<file path="src/rtl/cpu16_pkg.sv">
// Shared types and constants for the 16-bit CPU datapath.
package cpu16_pkg;

    localparam int unsigned DATA_W     = 16;
    localparam int unsigned REG_ADDR_W = 3;
    localparam int unsigned NUM_REGS   = 2 ** REG_ADDR_W;

    typedef struct packed {
        logic [REG_ADDR_W-1:0] dest;
        logic [DATA_W-1:0]     data;
    } wb_entry_t;

    typedef enum logic {
        SRC_ALU = 1'b0,
        SRC_MEM = 1'b1
    } wb_src_e;

endpackage

</file>
<file path="src/rtl/wb_fifo.sv">
// Synchronous in-order FIFO of write-back entries; exposes every slot and its
// valid bit so the owner can reduce over queued destinations.
module wb_fifo
    import cpu16_pkg::*;
#(
    parameter type         entry_t = wb_entry_t,
    parameter int unsigned DEPTH   = 4
) (
    input  logic                   clk,
    input  logic                   rst_n,
    input  logic                   push,
    input  entry_t                 push_entry,
    input  logic                   pop,
    output entry_t                 head,
    output logic [$clog2(DEPTH):0] count,
    output logic                   full,
    output logic                   empty,
    output logic [DEPTH-1:0]       entry_valid,
    output entry_t [DEPTH-1:0]     entries
);

    localparam int unsigned PTR_W = $clog2(DEPTH);
    localparam int unsigned CNT_W = PTR_W + 1;

    entry_t [DEPTH-1:0] mem_q;
    logic [PTR_W-1:0]   wr_ptr_q, rd_ptr_q;
    logic [CNT_W-1:0]   count_q, count_d;
    logic [PTR_W-1:0]   offs;

    always_comb begin
        count_d = count_q;
        case ({push, pop})
            2'b10:   count_d = count_q + CNT_W'(1);
            2'b01:   count_d = count_q - CNT_W'(1);
            default: count_d = count_q;
        endcase
    end

    always_ff @(posedge clk) begin
        if (!rst_n) begin
            wr_ptr_q <= '0;
            rd_ptr_q <= '0;
            count_q  <= '0;
        end else begin
            if (push) begin
                mem_q[wr_ptr_q] <= push_entry;
                wr_ptr_q        <= wr_ptr_q + PTR_W'(1);
            end
            if (pop) begin
                rd_ptr_q <= rd_ptr_q + PTR_W'(1);
            end
            count_q <= count_d;
        end
    end

    // A slot is live when its distance from the read pointer is below the occupancy.
    always_comb begin
        entry_valid = '0;
        offs        = '0;
        for (int unsigned i = 0; i < DEPTH; i++) begin
            offs           = PTR_W'(i) - rd_ptr_q;
            entry_valid[i] = {1'b0, offs} < count_q;
        end
    end

    assign head    = mem_q[rd_ptr_q];
    assign entries = mem_q;
    assign count   = count_q;
    assign full    = count_q == CNT_W'(DEPTH);
    assign empty   = count_q == '0;

endmodule

</file>
<file path="src/rtl/regfile_writeback.sv">
// Write-back queue owning the register file's single write port: arbitrates ALU
// and load results into a FIFO, issues one write per cycle, publishes pending mask.
module regfile_writeback #(
    parameter int unsigned DATA_W = cpu16_pkg::DATA_W,
    parameter int unsigned ADDR_W = cpu16_pkg::REG_ADDR_W,
    parameter int unsigned DEPTH  = 4
) (
    input  logic                   clk,
    input  logic                   rst_n,
    input  logic                   alu_valid,
    output logic                   alu_ready,
    input  logic [ADDR_W-1:0]      alu_dest,
    input  logic [DATA_W-1:0]      alu_data,
    input  logic                   mem_valid,
    output logic                   mem_ready,
    input  logic [ADDR_W-1:0]      mem_dest,
    input  logic [DATA_W-1:0]      mem_data,
    input  logic                   wr_grant,
    output logic                   reg_write_en,
    output logic [ADDR_W-1:0]      reg_write_dest,
    output logic [DATA_W-1:0]      reg_write_data,
    output logic [2**ADDR_W-1:0]   pend_mask,
    output logic [$clog2(DEPTH):0] count
);

    typedef struct packed {
        logic [ADDR_W-1:0] dest;
        logic [DATA_W-1:0] data;
    } entry_t;

    logic               full, empty;
    logic               mem_push, alu_push, push, pop;
    entry_t             push_entry, head;
    logic [DEPTH-1:0]   entry_valid;
    entry_t [DEPTH-1:0] entries;

    logic               wr_en_q;
    logic [ADDR_W-1:0]  wr_dest_q;
    logic [DATA_W-1:0]  wr_data_q;

    // Ready ignores a same-cycle pop so a full FIFO never takes a push.
    always_comb begin
        mem_ready = rst_n && !full;
        alu_ready = rst_n && !full && !mem_valid;
        mem_push  = mem_valid && mem_ready;
        alu_push  = alu_valid && alu_ready;
        push      = mem_push || alu_push;
        if (mem_push) begin
            push_entry = '{dest: mem_dest, data: mem_data};
        end else begin
            push_entry = '{dest: alu_dest, data: alu_data};
        end
        pop = !empty && wr_grant;
    end

    wb_fifo #(
        .entry_t (entry_t),
        .DEPTH   (DEPTH)
    ) u_fifo (
        .clk         (clk),
        .rst_n       (rst_n),
        .push        (push),
        .push_entry  (push_entry),
        .pop         (pop),
        .head        (head),
        .count       (count),
        .full        (full),
        .empty       (empty),
        .entry_valid (entry_valid),
        .entries     (entries)
    );

    always_ff @(posedge clk) begin
        if (!rst_n) begin
            wr_en_q   <= 1'b0;
            wr_dest_q <= '0;
            wr_data_q <= '0;
        end else begin
            wr_en_q <= pop;
            if (pop) begin
                wr_dest_q <= head.dest;
                wr_data_q <= head.data;
            end
        end
    end

    // The issuing register stays marked until the register file captures it.
    always_comb begin
        pend_mask = '0;
        for (int unsigned i = 0; i < DEPTH; i++) begin
            if (entry_valid[i]) begin
                pend_mask[entries[i].dest] = 1'b1;
            end
        end
        if (wr_en_q) begin
            pend_mask[wr_dest_q] = 1'b1;
        end
    end

    assign reg_write_en   = wr_en_q;
    assign reg_write_dest = wr_dest_q;
    assign reg_write_data = wr_data_q;

endmodule

</file>
<file path="config.mk">
export PLATFORM = sky130hd
export DESIGN_NAME = regfile_writeback
export DESIGN_NICKNAME = d
export VERILOG_FILES = /design/src/rtl/cpu16_pkg.sv /design/src/rtl/wb_fifo.sv /design/src/rtl/regfile_writeback.sv
export SDC_FILE = /design/constraint.sdc
export NUM_CORES = 1
export LEC_CHECK = 0
export ABC_AREA = 1
export CORE_MARGIN = 2
export CORE_UTILIZATION = 54
export DETAILED_ROUTE_END_ITERATION = 16
export GPL_ROUTABILITY_DRIVEN = 0
export HOLD_SLACK_MARGIN = 0.05
export PLACE_DENSITY = 0.84
export SETUP_SLACK_MARGIN = 0.05
export SLEW_MARGIN = 20
export SYNTH_ARGS = -nofsm -noshare
export SYNTH_HDL_FRONTEND = slang
export SYNTH_SLANG_ARGS = --single-unit
</file>
<file path="constraint.sdc">
create_clock -name clk -period 2.4 [get_ports clk]
set_clock_uncertainty 0.15 [all_clocks]
set_input_delay 0.36 -clock clk [delete_from_list [all_inputs] [get_ports clk]]
set_output_delay 0.36 -clock clk [all_outputs]
set_load 0.005 [all_outputs]
</file>
After elaboration in Yosys (flattened, before gate mapping)
Cells that the tools add are included.
{ "word_totals": {"in_bits": 43, "ff_bits": 103, "output_inout_bits": 33, "elab_cells": 86} }
{ "op_classes": {"magnitude_cmp": 17, "n_eq_ne": 3, "n_mux": 22, "reduce_logical": 18, "bitwise_logic": 4, "n_addsub": 8} }
{ "op_table": {"columns": ["cell", "count"], "rows": [
  ["$bwmux W76", 1],
  ["$mux W19", 3],
  ["$mux W8", 5],
  ["$bmux W19 S2", 1],
  ["$demux W19 S2", 1],
  ["$or A8 B8 Y8", 4],
  ["$lt A3 B4 Y1 const B", 5],
  ["$demux W1 S3", 5],
  ["$ge A3 B1 Y1 const B", 5],
  ["$lt A2 B3 Y1", 4],
  ["$logic_and A1 B1 Y1", 11],
  ["$lt A2 B3 Y1 const B", 2],
  ["$pmux W3 S2", 1],
  ["$mux W1", 5],
  ["$add A2 B1 Y2 const B", 2],
  ["$sub A1 B2 Y2 const A", 2],
  ["$sub A2 B2 Y2 const A", 2],
  ["$add A3 B1 Y3 const B", 1],
  ["$eq A3 B3 Y1 const B", 1],
  ["$logic_not A1 Y1", 3],
  ["$logic_not A3 Y1", 1],
  ["$sub A3 B1 Y3 const B", 1],
  ["$eq A2 B1 Y1 const B", 1],
  ["$eq A2 B2 Y1 const B", 1],
  ["4 further kinds", 4]
]} }

Depth between registers and ports, before layout
{ "depth": {"depth_word": 13, "mapped_depth": 14, "mapped_depth_nobuf": 12} }

Cells and area by module
A second synthesis with hierarchy kept.
{ "unflattened": {"cells_unflattened": 515, "hier_area_um2": 4755.8} }
{ "by_module_without_submodules": {"columns": ["module", "n_inst", "seq_area_each_um2", "area_each_um2", "cells_each"], "rows": [
  ["wb_fifo", 1, 2422.3, 3289.4, 242],
  ["regfile_writeback", 1, 400.4, 1466.4, 273]
]} }

Least setup slack after synthesis
No wires, ideal clock.
{ "synth_path": {"path_type": "register to register", "from": "register u_fifo.count_q[1], in the netlist u_fifo.count[1]", "to": "register u_fifo.mem_q, in the netlist u_fifo.entries[0] (enable)", "n_path_buf": 0, "arrival_time_ns": 1.572, "stages_incl_launch_ff": 5, "t_required_ns": 1.855, "setup_time_ns": 0.395, "period_less_slack_ns": 2.116, "path_slack_ns": 0.284, "path_cell_list": "dfxtp_1 -> inv_1 -> nand3_2 -> nand3_2 -> nor2_1"} }
{ "synth_between": {"elab_chain_cells": 7, "elab_cells_between_ends": 8, "classes_between": "eq/ne (1); reduce/logical (7)"} }
{ "synth_rtl": {"columns": ["item", "line", "source"], "rows": [
  ["from (decl)", "wb_fifo.sv:27", "logic [CNT_W-1:0] count_q, count_d;"],
  ["from (signal assigned)", "wb_fifo.sv:52", "count_q <= count_d;"],
  ["$eq A3 B3 Y1 (*)", "wb_fifo.sv:69", "assign full = count_q == CNT_W'(DEPTH);"],
  ["$logic_not A1 Y1 (*)", "regfile_writeback.sv:43, regfile_writeback.sv:44", null],
  ["$logic_and A1 B1 Y1 (*)", "regfile_writeback.sv:43, regfile_writeback.sv:44", null],
  ["$logic_and A1 B1 Y1", "regfile_writeback.sv:44", "alu_ready = rst_n && !full && !mem_valid;"],
  ["$logic_and A1 B1 Y1", "regfile_writeback.sv:46", "alu_push = alu_valid && alu_ready;"],
  ["$logic_or A1 B1 Y1 (*)", "regfile_writeback.sv:47", "push = mem_push || alu_push;"],
  ["$reduce_and A2 Y1 (no source line) (*)", null, null],
  ["to (signal, indexed assignment)", "wb_fifo.sv:46", "mem_q[wr_ptr_q] <= push_entry;"],
  ["to (decl)", "wb_fifo.sv:25", "entry_t [DEPTH-1:0] mem_q;"]
]} }
Every way passes the cells marked *; elsewhere a longest branch is shown, timed or not.
A chain may end at the register's enable or synchronous reset.

Final worst setup path
{ "layout_path": {"from": "register u_fifo.rd_ptr_q[1]", "to": "output port pend_mask[2]"} }
{ "layout_between": {"elab_chain_cells": 11, "elab_cells_between_ends": 17, "classes_between": "add/sub (4); order compare (4); mux (5); bitwise (4)"} }
{ "layout_rtl": {"columns": ["item", "line", "source"], "rows": [
  ["from (decl)", "wb_fifo.sv:26", "logic [PTR_W-1:0] wr_ptr_q, rd_ptr_q;"],
  ["from (signal assigned)", "wb_fifo.sv:50", "rd_ptr_q <= rd_ptr_q + PTR_W'(1);"],
  ["$sub A1 B2 Y2", "wb_fifo.sv:61", "offs = PTR_W'(i) - rd_ptr_q;"],
  ["$lt A2 B3 Y1", "wb_fifo.sv:62", "entry_valid[i] = {1'b0, offs} < count_q;"],
  ["$mux W8", "regfile_writeback.sv:91", "if (entry_valid[i]) begin"],
  ["$or A8 B8 Y8 (no source line)", null, null],
  ["$mux W8", "regfile_writeback.sv:91", null],
  ["$or A8 B8 Y8 (no source line)", null, null],
  ["$mux W8", "regfile_writeback.sv:91", null],
  ["$or A8 B8 Y8 (no source line)", null, null],
  ["$mux W8 (*)", "regfile_writeback.sv:91", null],
  ["$or A8 B8 Y8 (no source line)", null, null],
  ["$mux W8 (*)", "regfile_writeback.sv:95", "if (wr_en_q) begin"],
  ["to (decl)", "regfile_writeback.sv:22", "output logic [2**ADDR_W-1:0] pend_mask,"]
]} }
Marked as above.

==> impl_results.md <==
- Highest Clock Rate: 0.393 GHz
- Int Power: approximately 0.0038 W
- Pwr Density: 962 mW/mm^2
- Tmin final: 2550 ps
- Share of cells above drive strength 1: 18.9%
- Longest Clk Path Bufs: 2
- Synth area leaders: edfxtp_1 45%, dfxtp_1 11%, nand3_1 8.9%
- Post-synthesis instance total: 555
- First-pass GRT wire length: 20800 um
- Most frequent cells in the layout: 104 x nand2_1, 81 x nand3_1, 76 x edfxtp_1
- Initial core utilization: 55.3%
- #FFs+latches synth: 103
- Crit path max fanout: 6
- Die X: a little over 100 um
- Most common cell after layout, fill and taps aside: nand2_1
- Total track usage: 26.8%
- Met3 global-route usage: under 10%
- GRT met2 Usage: 47.4%
- Total Power: 0.00619 W
- Multi-input gate area: around 0.002 mm^2
- Sequential Area: 0.00283 mm^2
- Final Hold Viols: 0
- Hold Path Class: flip-flop to flip-flop
- # DRC: 0
- Fin. max-slew vios: 0
- Slew HR: 70.5%
- Clk_lat worst skew: 360 ps
- Syn Area/Cell: 9.16 um^2
- Worst-path clk slew: around 100 ps
- TritonCTS clock tree: yes
- Buffers added on ports: 75
- Hold slack final: approximately 370 ps
- Die area: 0.0102 mm^2
- Max-cap viol count: 0
- Ports: 76
- Synthesized area: 0.00509 mm^2
- Iteration-0 DRC Markers: 327
- Antenna viol nets, final: 0
- Tightest Pin Transition: between 400 and 500 ps
- Yosys warning count: 0
- Post-Syn Nets: 608
- Via/cell ratio: 5.72
- DR pass1 iterations: 5
- Global route overflow: 0
- Post-synth cell types: 26
- Total wire length: between 10000 and 15000 um
- Arrival @ worst endpoint: about 2000 ps
- Comb power frac: a little under half
- H-tree levels: 3
- Wire length per cell: approximately 17 um
- GRT busiest layer: met2
- Dominant cell type by area after synthesis: edfxtp_1
- Core box area: a little over 0.009 mm^2
- Fin util: 69.9%
- FP Rows: 35
- Worst vdd rail ir drop: approximately 0.43 mV
- CP Capture Type: output port
- Crit start category: flip-flop
- Clock root cell: clkbuf_8
- CP Class: flip-flop to output port
- Nets@finish: 708
- Sw Share: 38.0%
- Sequential area share after synthesis: a little under three fifths
- Largest net degree at the start of global routing: 37
- Final worst slack: -146 ps
- Sum Neg Setup Slack: -923 ps
- Status: finished, violations left
- Top-area cell type share of the netlist area: between 40 and 50%
- ANT cells: 0
- Die height: 101 um
- DP Area: 0.00597 mm^2
- Failing checks: setup timing
- Initial antenna violation count: 0
- Synth-to-Final Area Change: 26.5%
- Clk sink count: 103
- Vias: 4411
- HPWL Detailed: 8680 um
- Design area: approximately 0.0064 mm^2
- Met1 usage: 31.0%
- Critical Path RT: 1890 ps
- P_sw: 0.00235 W
- Number of global-route vias before repair: 4331
- Final setup vio count: 8
- Flop pwr share: 38.4%
- LEAKAGE: approximately 2.7 nW
- Final Cycle Share: 106%
- Clock network fraction of total power: 15.6%
- Number of buffers created by CTS: 9
- RSZ-0062 raised after global routing: yes
- Final-layout fill cell count: 677
state kept, by name (all words and copies together), names as in the netlist:
register	count
u_fifo.rd_ptr_q	2
u_fifo.wr_ptr_q	2
u_fifo.entries	76
u_fifo.count	3
reg_write_data	16
reg_write_dest	3
reg_write_en	1
cells by family after synthesis:
| kind of cell | synth area share [%] |
|---|---|
| flops | 55.5 |
| buf+inv | 7.63 |
| simple gates | 30.1 |
| fa+ha+maj | 2.61 |
| compound gates | 4.13 |
what timing repair did:
action / 4_1_cts / 5_1_grt
pin swaps: 28 / 26
resized for setup: 71 / 28
buffers inserted: 12 / 1
hold buffers: 0 / 0
setup endpoints to repair: 9 / 11
synthesized netlist by cell type (all sizes together):
| library cell | count |
|---|---|
| clkbuf | 4 |
| nand2 | 120 |
| ha | 9 |
| inv | 44 |
| buf | 23 |
| o21bai | 16 |
| nand3 | 95 |
| and2 | 3 |
| a21oi | 11 |
| edfxtp | 76 |
| o21ai | 7 |
| nor2 | 86 |
| dfxtp | 27 |
| or2 | 1 |
| nand4 | 32 |
| fa | 1 |
power by group through the flow:
stage / registers, W / logic, W / clock network, W
2_1_floorplan: 0.00236 / 0.00138 / 0
3_3_place_gp: 0.00238 / 0.00210 / 0
3_5_place_dp: 0.00239 / 0.00220 / 0
4_1_cts: 0.00236 / 0.00264 / 0.000983
5_1_grt: 0.00240 / 0.00308 / 0.00106
6_report: 0.00238 / 0.00285 / 0.000963
per-layer routing:
| layer | wire length, um | part of all wire (%) | vias up |
|---|---|---|---|
| met4 | 494 | 3.8 | 0 |
| met5 | 0 | 0 | - |
| met3 | 969 | 7.4 | 47 |
| li1 | - | - | 2085 |
| met1 | 4870 | 37 | 2053 |
| met2 | 6800 | 52 | 226 |
final timing paths:
path                 startpoint            endpoint  slack (ps)  cells after the start
max reg2reg     u_fifo.count[1]     u_fifo.count[2]         270                     11
min          reg_write_data[13]  reg_write_data[13]         370                      2
max          u_fifo.rd_ptr_q[1]        pend_mask[2]        -150                     14
min reg2reg  reg_write_data[13]  reg_write_data[13]         370                      2
through the flow:
stage	worst slack, ps	instances
floorplan	284	555
global placement	-7.46	742
detailed placement	-173	742
CTS	-132	770
global route	-222	771
finish	-146	771
worst max-delay path: stages (launching register included):
cell and delay (ps):
dfxtp_4 380, inv_4 60, nand2_2 50, nand2_2 80
inv_2 60, ha_4 250, inv_2 40, nor2_4 90
nand2_4 100, buf_6 140, nand3_4 50, nand2_2 60
nor2_2 110, nand2_1 80, buf_2 130
cell type report:
cell class                 instances  area share (%)
multi-input combinational        381            32.0
tap                              111            2.16
inverter                          44            2.68
clock inverter                     5           0.661
sequential                       103            44.0
clock buffer                      11            2.04
timing repair buffer             116            16.4
(Power assumes the default switching activity.)
